===== src/rtl/ws2812_pkg.sv =====
// ws2812_pkg: shared definitions for the WS2812 frame streamer.
//   state_t            streamer FSM states
//   BYTE_G/BYTE_R/BYTE_B  position of each colour byte within a pixel on the wire
//   holdoff_from_clk() derives a HOLDOFF_CYCLES value from the clock rate and the
//                      shifter's reset tail, for integrators choosing the parameter
package ws2812_pkg;

  typedef enum logic [2:0] {
    S_IDLE,
    S_TRIG,
    S_READ,
    S_LOAD,
    S_SERVE,
    S_END,
    S_HOLDOFF
  } state_t;

  localparam logic [1:0] BYTE_G = 2'd0;
  localparam logic [1:0] BYTE_R = 2'd1;
  localparam logic [1:0] BYTE_B = 2'd2;

  // Reset/latch tail the downstream shifter drives low after a frame.
  localparam int unsigned SHIFTER_TAIL_US = 60;

  // Cycles covering tail_us at clk_hz, rounded up.
  function automatic int unsigned holdoff_from_clk(input int unsigned clk_hz,
                                                   input int unsigned tail_us);
    longint unsigned prod;
    prod = longint'(clk_hz) * longint'(tail_us);
    return int'((prod + 64'd999_999) / 64'd1_000_000);
  endfunction

endpackage


===== src/rtl/ws2812_pixel_ram.sv =====
// ws2812_pixel_ram: NUM_LEDS x 24 pixel store.
//   clk      clock
//   wr_en    write strobe; writes with wr_addr >= NUM_LEDS are dropped
//   wr_addr  write pixel index
//   wr_data  {R,G,B} pixel word
//   rd_en    read strobe
//   rd_addr  read pixel index
//   rd_data  registered read data, 1-cycle latency, read-first on same-address write
module ws2812_pixel_ram #(
  parameter int unsigned NUM_LEDS = 8,
  parameter int unsigned AW       = 3
) (
  input  logic          clk,
  input  logic          wr_en,
  input  logic [AW-1:0] wr_addr,
  input  logic [23:0]   wr_data,
  input  logic          rd_en,
  input  logic [AW-1:0] rd_addr,
  output logic [23:0]   rd_data
);

  logic [23:0] r_mem [NUM_LEDS];
  logic [23:0] r_rd_data;

  always_ff @(posedge clk) begin
    if (wr_en && (32'(wr_addr) < NUM_LEDS)) r_mem[wr_addr] <= wr_data;
    if (rd_en) r_rd_data <= r_mem[rd_addr];
  end

  assign rd_data = r_rd_data;

endmodule


===== src/rtl/ws2812_frame_streamer.sv =====
// ws2812_frame_streamer: feeds one frame of NUM_LEDS RGB pixels, byte by byte in
// G,R,B order, to the WS2812 output shifter.
//   clk, rst           clock; synchronous active-high reset
//   start / busy       request a frame (honoured only when idle) / frame in progress
//   frame_done         1-cycle pulse at the end of the post-frame holdoff
//   wr_en/addr/data    pixel RAM write port, data {R,G,B}
//   tx_trigger         1-cycle pulse starting the shifter
//   tx_request         shifter asks for the next byte
//   tx_data/tx_valid   current byte; tx_valid=0 on a request ends the frame
// Build option WS2812_BRIGHTNESS_EN adds brightness[7:0]; each colour byte c becomes
// (c*(brightness+1))>>8, sampled when the pixel is loaded.
module ws2812_frame_streamer
  import ws2812_pkg::*;
#(
  parameter  int unsigned NUM_LEDS       = 8,
  parameter  int unsigned HOLDOFF_CYCLES = 800,
  localparam int unsigned AW             = (NUM_LEDS > 1) ? $clog2(NUM_LEDS) : 1
) (
  input  logic          clk,
  input  logic          rst,
  input  logic          start,
  output logic          busy,
  output logic          frame_done,
  input  logic          wr_en,
  input  logic [AW-1:0] wr_addr,
  input  logic [23:0]   wr_data,
  output logic          tx_trigger,
  input  logic          tx_request,
  output logic [7:0]    tx_data,
  output logic          tx_valid
`ifdef WS2812_BRIGHTNESS_EN
  ,
  input  logic [7:0]    brightness
`endif
);

  localparam int unsigned HW        = (HOLDOFF_CYCLES > 1) ? $clog2(HOLDOFF_CYCLES) : 1;
  localparam logic [HW-1:0] HOLD_INIT = HW'(HOLDOFF_CYCLES - 1);
  localparam logic [AW-1:0] LAST_PIX  = AW'(NUM_LEDS - 1);

  state_t        r_state;
  logic [AW-1:0] r_pix;
  logic [1:0]    r_byte;
  logic [23:0]   r_shift;
  logic [HW-1:0] r_hold;
  logic [7:0]    r_tx_data;
  logic          r_tx_valid;
  logic          r_tx_trigger;
  logic          r_frame_done;
  logic          r_busy;

  logic          w_rd_en;
  logic [23:0]   w_rd_data;
  logic [23:0]   w_pix;

  assign w_rd_en = (r_state == S_READ);

  ws2812_pixel_ram #(
    .NUM_LEDS(NUM_LEDS),
    .AW      (AW)
  ) u_ram (
    .clk    (clk),
    .wr_en  (wr_en),
    .wr_addr(wr_addr),
    .wr_data(wr_data),
    .rd_en  (w_rd_en),
    .rd_addr(r_pix),
    .rd_data(w_rd_data)
  );

`ifdef WS2812_BRIGHTNESS_EN
  function automatic logic [7:0] scale_byte(input logic [7:0] c, input logic [7:0] b);
    logic [16:0] p;
    p = {9'd0, c} * {8'd0, ({1'b0, b} + 9'd1)};
    return p[15:8];
  endfunction

  assign w_pix = {scale_byte(w_rd_data[23:16], brightness),
                  scale_byte(w_rd_data[15:8],  brightness),
                  scale_byte(w_rd_data[7:0],   brightness)};
`else
  assign w_pix = w_rd_data;
`endif

  always_ff @(posedge clk) begin
    if (rst) begin
      r_state      <= S_IDLE;
      r_pix        <= '0;
      r_byte       <= BYTE_G;
      r_shift      <= '0;
      r_hold       <= '0;
      r_tx_data    <= '0;
      r_tx_valid   <= 1'b0;
      r_tx_trigger <= 1'b0;
      r_frame_done <= 1'b0;
      r_busy       <= 1'b0;
    end else begin
      r_tx_trigger <= 1'b0;
      unique case (r_state)
        S_IDLE: begin
          r_frame_done <= 1'b0;
          if (start) begin
            r_state      <= S_TRIG;
            r_tx_trigger <= 1'b1;
            r_busy       <= 1'b1;
          end
        end
        S_TRIG: begin
          r_pix   <= '0;
          r_state <= S_READ;
        end
        S_READ: begin
          r_tx_valid <= 1'b0;
          r_state    <= S_LOAD;
        end
        S_LOAD: begin
          // Shift register holds the pixel in wire order {G,R,B}.
          r_shift    <= {w_pix[15:8], w_pix[23:16], w_pix[7:0]};
          r_tx_data  <= w_pix[15:8];
          r_tx_valid <= 1'b1;
          r_byte     <= BYTE_G;
          r_state    <= S_SERVE;
        end
        S_SERVE: begin
          if (tx_request) begin
            if (r_byte != BYTE_B) begin
              r_shift   <= {r_shift[15:0], 8'd0};
              r_tx_data <= r_shift[15:8];
              r_byte    <= r_byte + 2'd1;
            end else if (r_pix != LAST_PIX) begin
              r_pix      <= r_pix + 1'b1;
              r_tx_valid <= 1'b0;
              r_state    <= S_READ;
            end else begin
              r_tx_valid <= 1'b0;
              r_tx_data  <= '0;
              r_state    <= S_END;
            end
          end
        end
        S_END: begin
          if (tx_request) begin
            r_hold       <= HOLD_INIT;
            // frame_done is registered, so it is raised on the cycle the counter reaches 0.
            r_frame_done <= (HOLDOFF_CYCLES <= 1);
            r_state      <= S_HOLDOFF;
          end
        end
        S_HOLDOFF: begin
          if (r_hold == '0) begin
            r_frame_done <= 1'b0;
            r_busy       <= 1'b0;
            r_state      <= S_IDLE;
          end else begin
            r_hold       <= r_hold - 1'b1;
            r_frame_done <= (r_hold == HW'(1));
          end
        end
        default: r_state <= S_IDLE;
      endcase
    end
  end

  assign busy       = r_busy;
  assign frame_done = r_frame_done;
  assign tx_trigger = r_tx_trigger;
  assign tx_data    = r_tx_data;
  assign tx_valid   = r_tx_valid;

endmodule

===== config.mk =====
export PLATFORM = sky130hd
export DESIGN_NAME = ws2812_frame_streamer
export DESIGN_NICKNAME = d
export VERILOG_FILES = /design/src/rtl/ws2812_pkg.sv /design/src/rtl/ws2812_pixel_ram.sv /design/src/rtl/ws2812_frame_streamer.sv
export SDC_FILE = /design/constraint.sdc
export NUM_CORES = 1
export LEC_CHECK = 0
export CORE_AREA = 2 2 142 144
export DETAILED_ROUTE_END_ITERATION = 10
export DIE_AREA = 0 0 144 146
export PLACE_DENSITY = 0.85
export SYNTH_ARGS = -nofsm -noshare
export SYNTH_HDL_FRONTEND = slang
export SYNTH_HIERARCHICAL = 1
export SYNTH_SLANG_ARGS = --single-unit

===== constraint.sdc =====
create_clock -name clk -period 2.8 [get_ports clk]
set_input_delay 0.7 -clock clk [delete_from_list [all_inputs] [get_ports clk]]
set_output_delay 0.7 -clock clk [all_outputs]
set_load 0.005 [all_outputs]

==> results of run 1 <==
## per-stage QoR
step	hold WS, ns	area [um2]	instances
floorplan	0.436	10300	582
global placement	0.443	11200	882
detailed placement	0.461	11200	882
CTS	0.470	12000	927
global route	0.504	12000	927
finish	0.473	12000	927
## area by class of cell
class                           count  area, um2
Clock inverter                     13        120
Multi-Input combinational cell    279       2750
Clock buffer                       32        652
Fill cell                        1280       7330
Sequential cell                   262       7410
Tap cell                          265        332
Timing Repair Buffer               64        688
Inverter                           12       45.0
## path summary, 6_finish.rpt
kind | start | endpoint | slack, ns | cells past startpoint
max reg2reg | r_pix[0] | u_ram/rd_data[4] | 0.58 | 3
min reg2reg | r_byte[1] | r_byte[1] | 0.47 | 2
min | r_byte[1] | r_byte[1] | 0.47 | 2
max | r_pix[0] | u_ram/rd_data[4] | 0.58 | 3
## metal layers
metal  share of wire  GRT usage  vias up
li1                -          -     2464
met1            0.41      0.274     2803
met2            0.51      0.345      224
met3           0.059     0.0286       33
met4           0.021     0.0574        0
met5               0          0        -
## cells in the mapped netlist (all sizes together), types with 2 or more instances
master   count
buf         19
nor2        39
a311oi      16
a22oi       10
o21a         2
nand2b       6
nand3b       4
mux2i        2
a31oi        2
or4          3
dfxtp       46
ha           5
nand4b       2
nand2       34
nor2b        2
inv         12
mux2        24
edfxtp     216
mux4        48
or3          6
and4         2
nand3        8
nor4         4
a2111oi      3
o21ai        6
a21oi       15
nor3         7
clkbuf      10
o22ai        3
a211oi       6
## critical path: cells and delay by family, from the launching register on
| kind | cells | cell delay (ns) |
|---|---|---|
| buffers and inverters | 1 | 0.33 |
| flip-flops | 1 | 0.77 |
| multiplexers | 2 | 0.85 |
## sequential cells by signal (all words and copies together) (netlist names)
name           count
tx_valid           1
tx_trigger         1
r_pix              3
busy               1
tx_data            8
r_state            3
frame_done         1
r_byte             2
r_shift           16
u_ram/rd_data     24
u_ram/r_mem      192
r_hold            10
## report_power, final
part | switching [mW] | leakage, nW | internal [mW]
clock | 1.35 | 0.376 | 1.83
combinational | 0.632 | 1.09 | 0.528
sequential | 0.205 | 2.34 | 4.51
## cell usage in the layout, fill, tap and decap left out, drive strengths merged, types with 16 or more instances in the layout
master,netlist,layout
a311oi,16,16
buf,19,21
clkbuf,10,32
clkdlybuf4s50,0,43
dfxtp,46,46
edfxtp,216,216
mux2,24,24
mux4,48,48
nand2,34,34
nor2,39,39
## cells by family after synthesis
family	after synthesis	synth area share
flops	262	0.716
simple gates	124	0.0614
compound gates	75	0.0561
mux	74	0.138
buf+inv	41	0.0212
fa+ha+maj	5	0.00605
xor+xnor	1	0.000847
==> flow_summary.ini, run 1 <==
[clocking]
postCtsSetupRepairBufs = 0
cts_max_level = 1
clk_path_buf_depth = 3
cts_tree = built
clock-sinks = 262
clkLatencyLatePin_ns = 0.52
clk_root_buffer_cell = clkbuf_16
clk_pin_slew_ns = 0.06
cts_resized = 0
hold_buffers = 0
numCtsBuffers = 25

[critical_path]
path_cells = buf_4, mux4_2, mux2_2
path_max_fanout = 34
endpoint_kind = flip-flop
crit_type = reg2reg
cp_slowest_stage_delay_ns = 0.77
worst_ep_required_time_ns = 3.06
crit_arrival_ns = 2.48
slowest_stage = dfxtp_4
setup.worst_path.start_class = flip-flop

[synthesis]
avgSynthCellArea_um2 = 17.8
synth_cell_types = 60
syn_inst = 582
synth-seq-cells = 262
synth_area_leaders = edfxtp_1 (63%), mux4_2 (10%), dfxtp_1 (8.9%)
synth_nets = 619
seq_area_frac_synth = 0.716
syn_area_um2 = 10300
yosysWarnings = 6
synth_edf_count = 216
synth-main-ff-cell = edfxtp_1
yosysTopAreaCell = edfxtp_1
async_flop_share = 0
yosysTopAreaCellShare = 0.627

[finish]
area_growth_syn_to_layout_pct = 16.1
fin_nets = 681
n_antenna_cell = 0
drive_above_1_share = 0.222
postLayoutCoreUtil = 0.621

[pwr]
power_mw = 9.06
ir_drop_mv = 0.558
powerDensity_nw_per_um2 = 754
leakagePower_nw = 3.80

[placed_design]
dp_hpwl_mm = 12.0
place_ws_ns = 0.159
port_buffers = 43
gp_congestion = 0.828

[sta]
rsz0062_at_grt = false
finalCritPeriodShare = 0.794
tightest_slew_ns = 0.720
skew_ns = 0.0123
post-route-min-period_ns = 2.22
hold_viol_final = 0
slew_violations = 0
timing.final.ws_setup_ns = 0.577
max_slew_margin = 0.519
fmax_ghz = 0.450
finalSetupTns_ns = 0
setup_violations = 0

[grt]
grt-ovfl-total = 0
first_global_vias = 5764
grt_pass1_wl_mm = 32.3
antenna_found_initial = 0
grtUsageTotal = 0.203
grt_start_max_net_pins = 51

[drt]
num_vias = 5524
ant_nets = 0
drt_wl_total_mm = 20.5
avgViaCountPerCell = 5.96
dr.pass1.iters = 5
drt_iter0_drc = 530
drc = 0
drt-wirelength-per-cell_um = 22.1

[floorplanning]
dieArea_um2 = 21000
initial_core_util = 0.535
die_y_um = 146
core-area_um2 = 19300
rows = 51
io_pins = 44
die_w_um = 144

[run_status]
status = finished clean

[hold_path]
min_path_type = reg2reg

[flow_run]
maxCapViolations = 0
Power figures use the tool's default switching activity.
==> run 2: changes to the inputs <==
--- a/config.mk
+++ b/config.mk
@@ -5,10 +5,10 @@
 export SDC_FILE = /design/constraint.sdc
 export NUM_CORES = 1
 export LEC_CHECK = 0
-export CORE_AREA = 2 2 142 144
+export CORE_AREA = 2 2 141 143
 export DETAILED_ROUTE_END_ITERATION = 10
-export DIE_AREA = 0 0 144 146
-export PLACE_DENSITY = 0.85
+export DIE_AREA = 0 0 143 145
+export PLACE_DENSITY = 0.83
 export SYNTH_ARGS = -nofsm -noshare
 export SYNTH_HDL_FRONTEND = slang
 export SYNTH_HIERARCHICAL = 1
==> constraint.sdc (replaced) <==
create_clock -name clk -period 2.3 [get_ports clk]
set_input_delay 0.575 -clock clk [delete_from_list [all_inputs] [get_ports clk]]
set_output_delay 0.575 -clock clk [all_outputs]
set_load 0.005 [all_outputs]
==> run 2 against run 1 <==
Compared with the run above: sequential power up 22%; maximum frequency grew 3.9%; largest cell class unchanged; wire length grew 3.1%; largest power group unchanged; critical path type unchanged.
==> flow_summary.ini, run 2 (synthesis results as in run 1) <==
[clocking]
cts_resized = 0
cts_max_level = 1
cts_tree = built
clock-sinks = 262
postCtsSetupRepairBufs = 0
clk_root_buffer_cell = clkbuf_16
clk_pin_slew_ns = 0.06
numCtsBuffers = 26
clkLatencyLatePin_ns = 0.54
hold_buffers = 0
clk_path_buf_depth = 3

[grt]
grtUsageTotal = 0.208
grt_use_met1 = 0.287
top_usage_layer = met2
use_met2 = 0.354
grt_start_max_net_pins = 44
antenna_found_initial = 0
use_met3 = 0.0323
grt_pass1_wl_mm = 32.9
first_global_vias = 5795
grt-ovfl-total = 0

[pwr]
clockPowerShare = 0.350
p_switching_mw = 2.74
power_frac_comb = 0.134
powerDensity_nw_per_um2 = 919
p_int_mw = 8.39
leakagePower_nw = 3.84
seq_power_share = 0.516
power_mw = 11.1
p_sw_frac = 0.246
ir_drop_mv = 0.652

[critical_path]
path_cells = inv_1, ha_1, or3b_1, a2111oi_4, a2111oi_0, a31o_1
worst_ep_required_time_ns = 2.72
slowest_stage = or3b_1
r2r_end = r_hold[6]
path_max_fanout = 8
crit_type = reg2reg
endpoint_kind = flip-flop
crit_arrival_ns = 2.56
reg2reg_from = r_hold[0]
setup.worst_path.start_class = flip-flop
r2r_cells = 6
cp_slowest_stage_delay_ns = 0.45
rrSetupSlack_ns = 0.16

[sta]
finalCritPeriodShare = 0.930
skew_ns = 0.0107
post-route-min-period_ns = 2.14
setup_violations = 0
hold_viol_final = 0
tightest_slew_ns = 0.567
max_slew_margin = 0.613
fmax_ghz = 0.467
slew_violations = 0
finalSetupTns_ns = 0
rsz0062_at_grt = false

[finish]
final_cell_mix = edfxtp_1 (216), mux4_2 (48), dfxtp_1 (44), clkdlybuf4s50_1 (43), nand2_1 (34)
fin_nets = 686
drive_above_1_share = 0.223
n_antenna_cell = 0
area_growth_syn_to_layout_pct = 17.1
top_register = u_ram/r_mem
largest_reg_flops = 192
final_common_cell = edfxtp_1
instances_no_fill = 932

[placed_design]
dp_hpwl_mm = 12.1
gp_congestion = 0.810
port_buffers = 43
placed_cells = 886

[drt]
num_vias = 5580
drt_iter0_drc = 586
dr.pass1.iters = 5
avgViaCountPerCell = 5.99
drt_wl_total_mm = 21.2
drc = 0
ant_nets = 0
drt-wirelength-per-cell_um = 22.7

[run_status]
status = finished clean

[floorplanning]
initial_core_util = 0.538
die_w_um = 143
die_y_um = 145
io_pins = 44
rows = 51
dieArea_um2 = 20700
core-area_um2 = 19200

[hold_path]
worstHoldStart = r_shift[3]
hold_end = r_shift[11]
min_path_type = reg2reg
whs_path_depth = 2

[flow_run]
maxCapViolations = 0
-- run 2: worst max-delay path, delay by kind of cell (launching register included) --
family                   cells  cell delay (ns)
AO/OA/AOI/OAI                3             0.83
adder cells (fa/ha/maj)      1             0.30
buffers and inverters        1             0.08
flip-flops                   1             0.37
AND/OR/NAND/NOR              1             0.45
-- run 2: final cells by class --
cell class              instances  area (um2)
clock buffers                  35         684
clock inverters                11         101
fillers                      1265        7100
inverters                      12        45.0
multi-input cells             279        2750
flip-flops and latches        262        7410
well taps                     265         332
repair buffers                 68         781
-- run 2: worst max-delay path by stage --
stage                     from          endpoint  slack (ns)  cells past startpoint
floorplan           r_state[2]  u_ram/rd_data[0]        0.08                      3
global placement    tx_request         r_hold[5]        0.07                      5
detailed placement  tx_request         r_byte[1]        0.03                      5
CTS                  r_hold[1]         r_hold[6]        0.18                      6
global route         r_hold[0]         r_hold[6]        0.03                      6
finish               r_hold[0]         r_hold[6]        0.16                      6
-- run 2: power groups by stage --
| stage | clock, mW | combinational, mW | sequential, mW |
|---|---|---|---|
| 3_5_place_dp | 0 | 1.46 | 5.82 |
| 3_3_place_gp | 0 | 1.39 | 5.80 |
| 2_1_floorplan | 0 | 1.00 | 5.71 |
| 5_1_grt | 4.15 | 1.62 | 5.77 |
| 6_report | 3.90 | 1.49 | 5.74 |
| 4_1_cts | 3.96 | 1.49 | 5.73 |
-- run 2: metrics by stage --
| stage | hold slack (ns) | instance area, um2 | setup WS (ns) | util |
|---|---|---|---|---|
| 5_1_grt | 0.500 | 12100 | 0.0285 | 0.630 |
| 4_1_cts | 0.484 | 12100 | 0.181 | 0.630 |
| 3_3_place_gp | 0.444 | 11300 | 0.0729 | 0.590 |
| 3_5_place_dp | 0.475 | 11300 | 0.0262 | 0.590 |
| 2_1_floorplan | 0.436 | 10300 | 0.0767 | - |
| 6_report | 0.487 | 12100 | 0.161 | 0.630 |
-- run 2: per-layer routing --
metal | vias to the layer above | wire (um)
met5 | - | 0
li1 | 2481 | -
met3 | 32 | 976
met1 | 2876 | 8840
met2 | 191 | 10900
met4 | 0 | 396
==> run 3: changes to the inputs <==
--- a/config.mk
+++ b/config.mk
@@ -5,11 +5,10 @@
 export SDC_FILE = /design/constraint.sdc
 export NUM_CORES = 1
 export LEC_CHECK = 0
-export CORE_AREA = 2 2 141 143
+export CORE_AREA = 2 2 140 142
 export DETAILED_ROUTE_END_ITERATION = 10
-export DIE_AREA = 0 0 143 145
-export PLACE_DENSITY = 0.83
+export DIE_AREA = 0 0 142 144
+export PLACE_DENSITY = 0.84
 export SYNTH_ARGS = -nofsm -noshare
 export SYNTH_HDL_FRONTEND = slang
-export SYNTH_HIERARCHICAL = 1
 export SYNTH_SLANG_ARGS = --single-unit
==> run 3 against run 2 <==
Compared with the run above: critical path depth decreased by 2; largest cell class unchanged; sequential share of layout area increased by 0.38 points; highest routed layer unchanged; final area decreased by 0.61%; total power increased by 3.2%; maximum frequency decreased by 0.30%; combinational power increased by 11%; worst setup slack got worse by 0.0065 ns.
==> flow_summary.ini, run 3 <==
[run_status]
status = finished clean

[finish]
multi_input_area_um2 = 2720
final_area_um2 = 12000
drive_above_1_share = 0.247
top_register = u_ram.r_mem
largest_reg_flops = 192
area_growth_syn_to_layout_pct = 17.1
final-seq-area_um2 = 7410
n_antenna_cell = 0
nFillCells = 1292
final_common_cell = edfxtp_1
fin_nets = 684
final_cell_mix = edfxtp_1 (216), mux4_2 (48), dfxtp_1 (44), clkdlybuf4s50_1 (43), nor2_1 (31)

[critical_path]
path_cells = or3b_1, buf_4, nand2_1, a311oi_1
crit_type = reg2reg
cp_slowest_stage_delay_ns = 0.71
worst_ep_required_time_ns = 2.71
path_max_fanout = 21
cp_num_buf_inv = 1
crit_arrival_ns = 2.56
cpLargestDelayFamily = simple AND/OR/NAND/NOR gates
slowest_stage = dfxtp_1
setup.worst_path.start_class = flip-flop
endpoint_kind = flip-flop

[clocking]
hold_buffers = 0
clock-sinks = 262
clk_pin_slew_ns = 0.06
cts_max_level = 1
clk_path_buf_depth = 3
clk_root_buffer_cell = clkbuf_16
postCtsSetupRepairBufs = 0
cts_tree = built
cts_resized = 0
numCtsBuffers = 26
clkLatencyLatePin_ns = 0.54

[synthesis]
seq_area_frac_synth = 0.721
avgSynthCellArea_um2 = 17.6
syn_inst = 584
yosysTopAreaCellShare = 0.631
synth.most_common_cell = edfxtp_1
yosys-top-cells-count = edfxtp_1 (216), mux4_2 (48), dfxtp_1 (46)
synth_cell_types = 55
synth-seq-cells = 262
synth_nets = 621
syn_area_um2 = 10300
synth_area_leaders = edfxtp_1 (63%), mux4_2 (11%), dfxtp_1 (9.0%)
async_flop_share = 0
synth-main-ff-cell = edfxtp_1
yosysTopAreaCell = edfxtp_1
synth_edf_count = 216
yosysWarnings = 0

[pwr]
ir_drop_mv = 0.703
power_frac_comb = 0.144
p_switching_mw = 2.87
seq_power_share = 0.500
powerDensity_nw_per_um2 = 954
leakagePower_nw = 3.76
p_sw_frac = 0.250
clockPowerShare = 0.356
p_int_mw = 8.61

[floorplanning]
io_pins = 44
initial_core_util = 0.538
core-area_um2 = 19100
rows = 51
die_w_um = 142
die_y_um = 144
dieArea_um2 = 20400

[placed_design]
port_buffers = 43
placed_cell_area_um2 = 11200
gp_congestion = 0.883
dp_hpwl_mm = 11.7

[grt]
first_global_vias = 5816
grt-ovfl-total = 0
grt_start_max_net_pins = 31
grtUsageTotal = 0.205
antenna_found_initial = 0
grt_pass1_wl_mm = 31.9

[sta]
setup_violations = 0
fmax_ghz = 0.466
finalSetupTns_ns = 0
hold_viol_final = 0
skew_ns = 0.0208
rsz0062_at_grt = false
tightest_slew_ns = 0.668
slew_violations = 0
max_slew_margin = 0.555
post-route-min-period_ns = 2.15
finalCritPeriodShare = 0.933

[drt]
top_layer_used = met4
avgViaCountPerCell = 6.15
dr.pass1.iters = 4
drt-wirelength-per-cell_um = 22.2
dr_wl_met2_mm = 10.3
wl_met3_mm = 1.07
drt_iter0_drc = 349
met1Wirelength_mm = 8.25
ant_nets = 0
drt_wl_total_mm = 20.1
drc = 0
num_vias = 5563

[hold_path]
min_path_type = reg2reg

[flow_run]
maxCapViolations = 0
-- run 3: final cells by class --
| cell class | count | share of cell area |
|---|---|---|
| clock buffer | 32 | 0.0559 |
| clock inverter | 16 | 0.0133 |
| inverter | 5 | 0.00156 |
| multi-input combinational | 283 | 0.226 |
| sequential | 262 | 0.616 |
| tap | 238 | 0.0247 |
| timing repair buffer | 69 | 0.0624 |
-- run 3: per-stage QoR --
step	power [mW]	worst slack, ns	cells	util	hold slack [ns]
floorplan	6.87	0.0822	584	-	0.455
global placement	7.34	0.166	857	0.587	0.463
detailed placement	7.46	0.00280	857	0.587	0.477
CTS	11.5	0.197	905	0.631	0.490
global route	11.9	0.00367	905	0.631	0.512
finish	11.5	0.154	905	0.631	0.489
-- run 3: power by group through the flow --
stage | sequential, mW | combinational (mW) | clock, mW
2_1_floorplan | 5.75 | 1.12 | 0
3_3_place_gp | 5.81 | 1.53 | 0
3_5_place_dp | 5.83 | 1.63 | 0
4_1_cts | 5.74 | 1.65 | 4.16
5_1_grt | 5.77 | 1.82 | 4.31
6_report | 5.74 | 1.65 | 4.09
-- run 3: tightest hold or removal path, stage by stage, from the launching register on --
cell	delay [ns]
dfxtp_1	0.31
o21ai_0	0.07
a21oi_1	0.06
-- run 3: layer usage --
metal  track usage  vias to the layer above
li1              -                     2466
met1         0.270                     2837
met2         0.356                      216
met3        0.0331                       44
met4        0.0595                        0
met5             0                        -
-- run 3: worst paths after layout --
kind	endpoint	startpoint	cells past startpoint	slack, ns
min	busy	busy	2	0.49
min reg2reg	busy	busy	2	0.49
max	r_shift[14]	r_state[1]	4	0.15
max reg2reg	r_shift[14]	r_state[1]	4	0.15
-- run 3: cell families (layout without fill, tap and decap cells) --
| family | after synthesis | count (layout) | share of synthesized area |
|---|---|---|---|
| simple gates | 126 | 126 | 0.0675 |
| fa+ha+maj | 5 | 5 | 0.00609 |
| compound gates | 77 | 77 | 0.0531 |
| buf+inv | 39 | 122 | 0.0179 |
| flops | 262 | 262 | 0.721 |
| xor+xnor | 1 | 1 | 0.000853 |
| mux | 74 | 74 | 0.134 |
